`src/rtl/word_lock_pkg.sv`:
```
// word_lock_pkg
//   Shared definitions for the 64b/67b receive word aligner:
//   word widths, framing header codes, the word-lock state
//   enumeration and the 8-bit counter type.
package word_lock_pkg;

    localparam int WORD_W    = 67;
    localparam int PAYLOAD_W = 64;

    localparam logic [1:0] SYNC_DATA = 2'b01;
    localparam logic [1:0] SYNC_CTRL = 2'b10;

    typedef enum logic [1:0] {
        HUNT,
        SLIP,
        WAIT,
        LOCKED
    } state_t;

    typedef logic [7:0] cnt_t;

endpackage

```
`src/rtl/word_lock_rx_if.sv`:
```
// word_lock_rx_if
//   Bundles the gearbox-side input word and the decoded output towards
//   the descrambler, plus the lock status and slip request.
//   Signals:
//     DATA_IN[66:0]   gearbox word ([66] inversion, [65:64] framing)
//     DATA_IN_VALID   DATA_IN qualifier
//     DATA_OUT[63:0]  decoded payload
//     DATA_OUT_CTRL   1 = control word, 0 = data word
//     DATA_OUT_VALID  DATA_OUT/DATA_OUT_CTRL qualifier
//     WORD_LOCK       aligned level
//     SLIP            one-cycle bitslip request
//   master: gearbox/consumer side; slave: the aligner.
interface word_lock_rx_if;
    import word_lock_pkg::*;

    logic [WORD_W-1:0]    DATA_IN;
    logic                 DATA_IN_VALID;
    logic [PAYLOAD_W-1:0] DATA_OUT;
    logic                 DATA_OUT_CTRL;
    logic                 DATA_OUT_VALID;
    logic                 WORD_LOCK;
    logic                 SLIP;

    modport master (
        output DATA_IN,
        output DATA_IN_VALID,
        input  DATA_OUT,
        input  DATA_OUT_CTRL,
        input  DATA_OUT_VALID,
        input  WORD_LOCK,
        input  SLIP
    );

    modport slave (
        input  DATA_IN,
        input  DATA_IN_VALID,
        output DATA_OUT,
        output DATA_OUT_CTRL,
        output DATA_OUT_VALID,
        output WORD_LOCK,
        output SLIP
    );

endinterface

```
`src/rtl/word_lock_hdr_chk.sv`:
```
// word_lock_hdr_chk
//   Combinational header check and decode of one 67-bit word.
//   Ports:
//     word     in   67-bit gearbox word
//     good     out  framing is 01 or 10
//     ctrl     out  framing bit [65] (1 = control word)
//     payload  out  payload with the inversion bit undone
module word_lock_hdr_chk
    import word_lock_pkg::*;
(
    input  logic [WORD_W-1:0]    word,
    output logic                 good,
    output logic                 ctrl,
    output logic [PAYLOAD_W-1:0] payload
);

    logic [1:0] hdr;

    assign hdr     = word[PAYLOAD_W+1:PAYLOAD_W];
    assign good    = (hdr == SYNC_DATA) || (hdr == SYNC_CTRL);
    assign ctrl    = hdr[1];
    assign payload = word[WORD_W-1] ? ~word[PAYLOAD_W-1:0] : word[PAYLOAD_W-1:0];

endmodule

```
`src/rtl/word_lock_rx.sv`:
```
// word_lock_rx
//   64b/67b receive word aligner and decoder. Hunts for LOCK_CNT
//   consecutive good headers, requesting a one-bit slip on each bad
//   header while unaligned; once locked, monitors WIN_CNT-word windows
//   and drops lock after ERR_MAX bad headers in one window.
//   Ports:
//     USER_CLK      in   clock, rising edge
//     SYSTEM_RESET  in   asynchronous active-high reset
//     bus           slave modport of word_lock_rx_if (data in/out,
//                   WORD_LOCK, SLIP); all outputs registered.
module word_lock_rx
    import word_lock_pkg::*;
#(
    parameter int LOCK_CNT  = 64,
    parameter int WIN_CNT   = 64,
    parameter int ERR_MAX   = 16,
    parameter int SLIP_WAIT = 32
) (
    input  logic           USER_CLK,
    input  logic           SYSTEM_RESET,
    word_lock_rx_if.slave  bus
);

    logic                 hdr_good;
    logic                 hdr_ctrl;
    logic [PAYLOAD_W-1:0] hdr_payload;

    state_t state_q, state_d;
    cnt_t   good_cnt_q, good_cnt_d;
    cnt_t   wait_cnt_q, wait_cnt_d;
    cnt_t   win_cnt_q,  win_cnt_d;
    cnt_t   err_cnt_q,  err_cnt_d;
    logic   emit;

    word_lock_hdr_chk u_hdr_chk (
        .word    (bus.DATA_IN),
        .good    (hdr_good),
        .ctrl    (hdr_ctrl),
        .payload (hdr_payload)
    );

    // Counters compare against (limit - 1) before incrementing so that
    // the limit-th qualifying word acts in the same cycle it arrives.
    always_comb begin
        state_d    = state_q;
        good_cnt_d = good_cnt_q;
        wait_cnt_d = wait_cnt_q;
        win_cnt_d  = win_cnt_q;
        err_cnt_d  = err_cnt_q;
        emit       = 1'b0;

        case (state_q)
            HUNT: begin
                if (bus.DATA_IN_VALID) begin
                    if (hdr_good) begin
                        if (good_cnt_q == cnt_t'(LOCK_CNT - 1)) begin
                            // The word completing lock is already emitted.
                            state_d    = LOCKED;
                            good_cnt_d = '0;
                            win_cnt_d  = '0;
                            err_cnt_d  = '0;
                            emit       = 1'b1;
                        end else begin
                            good_cnt_d = good_cnt_q + cnt_t'(1);
                        end
                    end else begin
                        good_cnt_d = '0;
                        state_d    = SLIP;
                    end
                end
            end
            SLIP: begin
                state_d    = WAIT;
                wait_cnt_d = '0;
            end
            WAIT: begin
                if (bus.DATA_IN_VALID) begin
                    if (wait_cnt_q == cnt_t'(SLIP_WAIT - 1)) begin
                        state_d    = HUNT;
                        wait_cnt_d = '0;
                        good_cnt_d = '0;
                    end else begin
                        wait_cnt_d = wait_cnt_q + cnt_t'(1);
                    end
                end
            end
            LOCKED: begin
                if (bus.DATA_IN_VALID) begin
                    emit = hdr_good;
                    // Loss of lock wins over the window boundary.
                    if (!hdr_good && (err_cnt_q == cnt_t'(ERR_MAX - 1))) begin
                        state_d    = SLIP;
                        good_cnt_d = '0;
                        wait_cnt_d = '0;
                        win_cnt_d  = '0;
                        err_cnt_d  = '0;
                    end else if (win_cnt_q == cnt_t'(WIN_CNT - 1)) begin
                        win_cnt_d = '0;
                        err_cnt_d = '0;
                    end else begin
                        win_cnt_d = win_cnt_q + cnt_t'(1);
                        err_cnt_d = err_cnt_q + {7'b0, ~hdr_good};
                    end
                end
            end
            default: state_d = HUNT;
        endcase
    end

    always_ff @(posedge USER_CLK or posedge SYSTEM_RESET) begin
        if (SYSTEM_RESET) begin
            state_q    <= HUNT;
            good_cnt_q <= '0;
            wait_cnt_q <= '0;
            win_cnt_q  <= '0;
            err_cnt_q  <= '0;
        end else begin
            state_q    <= state_d;
            good_cnt_q <= good_cnt_d;
            wait_cnt_q <= wait_cnt_d;
            win_cnt_q  <= win_cnt_d;
            err_cnt_q  <= err_cnt_d;
        end
    end

    // WORD_LOCK and SLIP follow the next state so they line up with the
    // state register; DATA_OUT holds across dropped words.
    always_ff @(posedge USER_CLK or posedge SYSTEM_RESET) begin
        if (SYSTEM_RESET) begin
            bus.DATA_OUT       <= '0;
            bus.DATA_OUT_CTRL  <= 1'b0;
            bus.DATA_OUT_VALID <= 1'b0;
            bus.WORD_LOCK      <= 1'b0;
            bus.SLIP           <= 1'b0;
        end else begin
            bus.DATA_OUT_VALID <= emit;
            bus.WORD_LOCK      <= (state_d == LOCKED);
            bus.SLIP           <= (state_d == SLIP);
            if (emit) begin
                bus.DATA_OUT      <= hdr_payload;
                bus.DATA_OUT_CTRL <= hdr_ctrl;
            end
        end
    end

endmodule
```
`src/flat_wrapper.sv`:
```
// flat-port wrapper written by rule: the top's interface ports become plain ports
module word_lock_rx_flat import word_lock_pkg::*;
#(
    parameter int LOCK_CNT  = 64,
    parameter int WIN_CNT   = 64,
    parameter int ERR_MAX   = 16,
    parameter int SLIP_WAIT = 32
)
  (USER_CLK, SYSTEM_RESET, bus_DATA_IN, bus_DATA_IN_VALID, bus_DATA_OUT, bus_DATA_OUT_CTRL, bus_DATA_OUT_VALID, bus_WORD_LOCK, bus_SLIP);
  word_lock_rx_if bus_i ();
  input  logic USER_CLK;
  input  logic SYSTEM_RESET;
  input wire logic [$bits(bus_i.DATA_IN)-1:0] bus_DATA_IN;
  input wire logic [$bits(bus_i.DATA_IN_VALID)-1:0] bus_DATA_IN_VALID;
  output wire logic [$bits(bus_i.DATA_OUT)-1:0] bus_DATA_OUT;
  output wire logic [$bits(bus_i.DATA_OUT_CTRL)-1:0] bus_DATA_OUT_CTRL;
  output wire logic [$bits(bus_i.DATA_OUT_VALID)-1:0] bus_DATA_OUT_VALID;
  output wire logic [$bits(bus_i.WORD_LOCK)-1:0] bus_WORD_LOCK;
  output wire logic [$bits(bus_i.SLIP)-1:0] bus_SLIP;
  assign bus_i.DATA_IN = bus_DATA_IN;
  assign bus_i.DATA_IN_VALID = bus_DATA_IN_VALID;
  assign bus_DATA_OUT = bus_i.DATA_OUT;
  assign bus_DATA_OUT_CTRL = bus_i.DATA_OUT_CTRL;
  assign bus_DATA_OUT_VALID = bus_i.DATA_OUT_VALID;
  assign bus_WORD_LOCK = bus_i.WORD_LOCK;
  assign bus_SLIP = bus_i.SLIP;
  word_lock_rx #(.LOCK_CNT(LOCK_CNT), .WIN_CNT(WIN_CNT), .ERR_MAX(ERR_MAX), .SLIP_WAIT(SLIP_WAIT)) u_core (.USER_CLK(USER_CLK), .SYSTEM_RESET(SYSTEM_RESET), .bus(bus_i));
endmodule
```
`config.mk`:
```
export PLATFORM = sky130hd
export DESIGN_NAME = word_lock_rx_flat
export DESIGN_NICKNAME = d
export VERILOG_FILES = /design/src/rtl/word_lock_pkg.sv /design/src/rtl/word_lock_rx_if.sv /design/src/rtl/word_lock_hdr_chk.sv /design/src/rtl/word_lock_rx.sv /design/src/flat_wrapper.sv
export SDC_FILE = /design/constraint.sdc
export NUM_CORES = 1
export LEC_CHECK = 0
export BUFFER_PORTS_ARGS = -buffer_cell sky130_fd_sc_hd__buf_4
export CAP_MARGIN = 10
export CORE_ASPECT_RATIO = 1.75
export CORE_MARGIN = 8
export CORE_UTILIZATION = 35
export CTS_CLUSTER_DIAMETER = 60
export DETAILED_ROUTE_END_ITERATION = 16
export GPL_TIMING_DRIVEN = 0
export RECOVER_POWER = 50
export SLEW_MARGIN = 20
export SYNTH_ARGS = -nofsm -noshare
export SYNTH_HDL_FRONTEND = slang
export SYNTH_SLANG_ARGS = --single-unit
export TNS_END_PERCENT = 1
```
`constraint.sdc`:
```
create_clock -name USER_CLK -period 4.7 [get_ports USER_CLK]
set_clock_uncertainty 0.05 [all_clocks]
set_input_delay 0 -clock USER_CLK [delete_from_list [all_inputs] [get_ports USER_CLK]]
set_output_delay 0 -clock USER_CLK [all_outputs]
set_load 0.02 [all_outputs]
```
==> impl_metrics.csv <==
group,metric,value,unit
grt,grt_usage,0.140,
clocking,cts_sinks,102,
setup_path,ff2ff_path_depth,7,
grt,grt_overflow_total,0,
clocking,cts_inserted_buffers,9,
synthesis,synth_area_per_cell,12.0,µm²
synthesis,syn_inst,435,
synthesis,synth_area_leader_cell,"dfrtp_1",
power_and_ir_drop,swShare,0.404,
sta,hold_violations,0,
synthesis,netlist_top_cells_count,"dfrtp_1 (102), mux2_2 (67), xor2_1 (64)",
clocking,cts_tree,"done",
setup_path,critical-path-max-stage-delay,1.48,ns
hold_path,hp-start,"bus_DATA_IN[48]",
power_and_ir_drop,internal-power,0.00232,W
cells_and_area,area_growth,33.5,%
sta,timing.fmax,348,MHz
sta,slew_viol_final,80,
setup_path,slowest_stage,"clkbuf_2",
sta,slew_headroom,-0.289,
setup_path,cp.required,4.73,ns
cells_and_area,fillers,1383,
placed_design,dp_slack,2.26,ns
power_and_ir_drop,seqPwrFrac,0.361,
synthesis,synth.most_common_cell,"dfrtp_1",
setup_path,crit_start,"SYSTEM_RESET",
route,wl_per_cell,16.5,µm
floorplanning,design.die.area,19200,µm²
synthesis,syn_nets,514,
floorplanning,io_pins,138,
route,firstDrtPassIters,4,
grt,grt_pass1_vias,4215,
placed_design,port_buffers,136,
clocking,clock_latency,0.34,ns
setup_path,crit_type,"input port to async pin",
power_and_ir_drop,leakage,3.14,nW
cells_and_area,layout.nets,701,
setup_path,start_kind,"input port",
clocking,htreeDepth,3,
power_and_ir_drop,combPwrFrac,0.447,
sta,fin_ws,1.83,ns
synthesis,ys.warnings.count,0,
setup_path,arrival,2.90,ns
grt,antenna_found_initial,0,
route,vias_per_cell,5.03,
sta,worstMarginPinSlew,1.93,ns
sta,rsz0062_at_grt,"no",
floorplanning,die_w,108,µm
cells_and_area,n_antenna_cell,0,
sta,post-route-period-util,0.611,
setup_path,timing.rr.end,"u_core.bus.DATA_OUT[19]",
setup_path,cp_num_cells,4,
synthesis,ys_seq_area_frac,0.491,
route,vias,4072,
floorplanning,die_y,177,µm
clocking,post_cts_buffers,0,
route,drt_iter0_drc,234,
floorplanning,coreArea,14700,µm²
synthesis,synth_edf_count,0,
hold_path,whs_path_depth,3,
synthesis,ys_types,54,
placed_design,dpl.hpwl,10.1,mm
run,drv_cap,1,
synthesis,synth.top_cell.area_share,0.491,
setup_path,r2r-start,"u_core.good_cnt_q[0]",
grt,grt_max_degree,80,
hold_path,hold_path_end,"u_core.bus.DATA_OUT[48]",
synthesis,synth_ff_type,"dfrtp_1",
clocking,post_cts_resized,0,
cells_and_area,layout-drive-gt1-share,0.289,
placed_design,gp_congestion,0.823,
clocking,cts-root-buf,"clkbuf_16",
sta,tns,0,ns
route,drtAntennaViolNets,0,
route,wl,13.3,mm
floorplanning,rows,59,
setup_path,crit_chain,"dlygate4sd3_1 -> clkbuf_4 -> clkinvlp_2 -> clkbuf_2",
floorplanning,start_util,0.354,
clocking,cts_hold_buffers,39,
power_and_ir_drop,power,0.00389,W
setup_path,crit_fanout,79,
power_and_ir_drop,peakVddDrop,167,µV
clocking,cts.path.max_buffers,2,
synthesis,synthArstFlopShare,1.00,
synthesis,ys_ff_latch,102,
power_and_ir_drop,p_clk_frac,0.193,
outcome,failed_checks,"max-capacitance violations, max-slew violations",
hold_path,hold_class,"input port to flop",
synthesis,netlist_area,5200,µm²
power_and_ir_drop,p_sw,0.00157,W
sta,finalSetupViolations,0,
setup_path,regToRegSetupSlack,2.27,ns
setup_path,crit_path_end_kind,"async pin",
setup_path,critical_path_buf_inv_count,4,
outcome,status,"finished with violations",
grt,grt_pass1_wl,21.9,mm
route,route.detailed.drc,0,
clocking,clk_pin_slew,0.07,ns
setup_path,crit_family,"buffers and inverters",
sta,final.min_clock_period,2.87,ns
synthesis,netlist_top_cells_area,"dfrtp_1 (49%), mux2_2 (15%), xor2_1 (11%), ha_1 (2.2%), a22o_1 (1.9%)",
power_and_ir_drop,p_per_area,561,nW/µm²
==> layout by cell type (no fill, tap or decap), drive strengths merged, types with 4 or more instances in the layout <==
master,count
ha,9
nand2b,4
nor4,5
o22ai,5
nor2b,7
mux2,67
nand3,15
a311o,4
dfrtp,102
and3,4
nor2,13
a22o,11
o2bb2ai,7
inv,19
a22oi,7
dlygate4sd3,39
buf,92
nor3,5
xor2,65
o21ai,11
o211ai,4
clkbuf,73
nand2,7
nand4,7
==> power by group through the flow <==
stage          sequential [W]  clock [W]  combinational, W
6_report              0.00140   0.000750           0.00174
5_1_grt               0.00145   0.000806           0.00189
4_1_cts               0.00141   0.000775           0.00196
3_5_place_dp          0.00143          0           0.00193
3_3_place_gp          0.00141          0           0.00189
2_1_floorplan         0.00176          0          0.000797
==> worst register-to-register path, cell delays in order, from the launching register on <==
cell and delay (ns):
dfrtp_1 0.42, ha_1 0.25, nand3_1 0.28, o21ai_0 0.16
nand4b_1 0.15, buf_2 0.31, buf_2 0.32, mux2_2 0.37
==> per-layer routing <==
| metal | part of all wire | routed length, µm | global-route usage |
|---|---|---|---|
| met1 | 0.41 | 5500 | 0.167 |
| met2 | 0.50 | 6690 | 0.240 |
| met3 | 0.072 | 957 | 0.0343 |
| met4 | 0.015 | 197 | 0.0436 |
| met5 | 0 | 0 | 0 |
==> cell type report <==
type / count / area [µm²] / area share
Clock buffer: 10 / 229 / 0.0330
Inverter: 18 / 68.8 / 0.00991
Timing Repair Buffer: 176 / 1210 / 0.175
Sequential cell: 102 / 2550 / 0.368
Multi-Input combinational cell: 297 / 2510 / 0.361
Clock inverter: 6 / 70.1 / 0.0101
Buffer: 18 / 76.3 / 0.0110
Tap cell: 183 / 229 / 0.0330
==> per-stage QoR <==
| step | std cells | hold WS [ns] | utilization | instance area (µm²) |
|---|---|---|---|---|
| 2_1_floorplan | 435 | 0.100 | - | 5200 |
| 3_3_place_gp | 754 | 0.237 | 0.439 | 6450 |
| 3_5_place_dp | 755 | -0.0770 | 0.441 | 6480 |
| 4_1_cts | 810 | 0.000261 | 0.488 | 7170 |
| 5_1_grt | 810 | 0.00593 | 0.473 | 6950 |
| 6_report | 810 | 0.00310 | 0.473 | 6950 |
==> how the worst max path moves through the flow <==
stage	to	slack (ns)
after CTS	u_core.bus.DATA_OUT[26]	2.24
after global routing	u_core.bus.DATA_OUT[7]	1.26
after global placement	u_core.bus.DATA_OUT[58]	0.73
final	u_core.win_cnt_q[0]	1.83
after floorplan	u_core.bus.DATA_OUT[0]	1.97
after detailed placement	u_core.bus.DATA_OUT[26]	2.26
==> flip-flops by register name (all words and copies together) (netlist names) <==
name	cells
u_core.bus.DATA_OUT	64
u_core.err_cnt_q	8
u_core.good_cnt_q	8
u_core.wait_cnt_q	8
u_core.win_cnt_q	8
u_core.state_q	2
u_core.bus.DATA_OUT_CTRL	1
u_core.bus.DATA_OUT_VALID	1
u_core.bus.SLIP	1
u_core.bus.WORD_LOCK	1
==> logic make-up (layout without fill, tap and decap cells) <==
kind of cell               count (synthesis)  in the layout  synth area share
DFF                                      102            102             0.491
and+or+nand+nor                           82             82            0.0940
AOI/OAI and AO/OA                         72             72             0.106
muxes                                     69             69             0.149
xor gates and xnor gates                  65             65             0.111
buffers and inverters                     36            228            0.0277
adders and majority gates                  9              9            0.0216
Power figures use the tool's default switching activity.
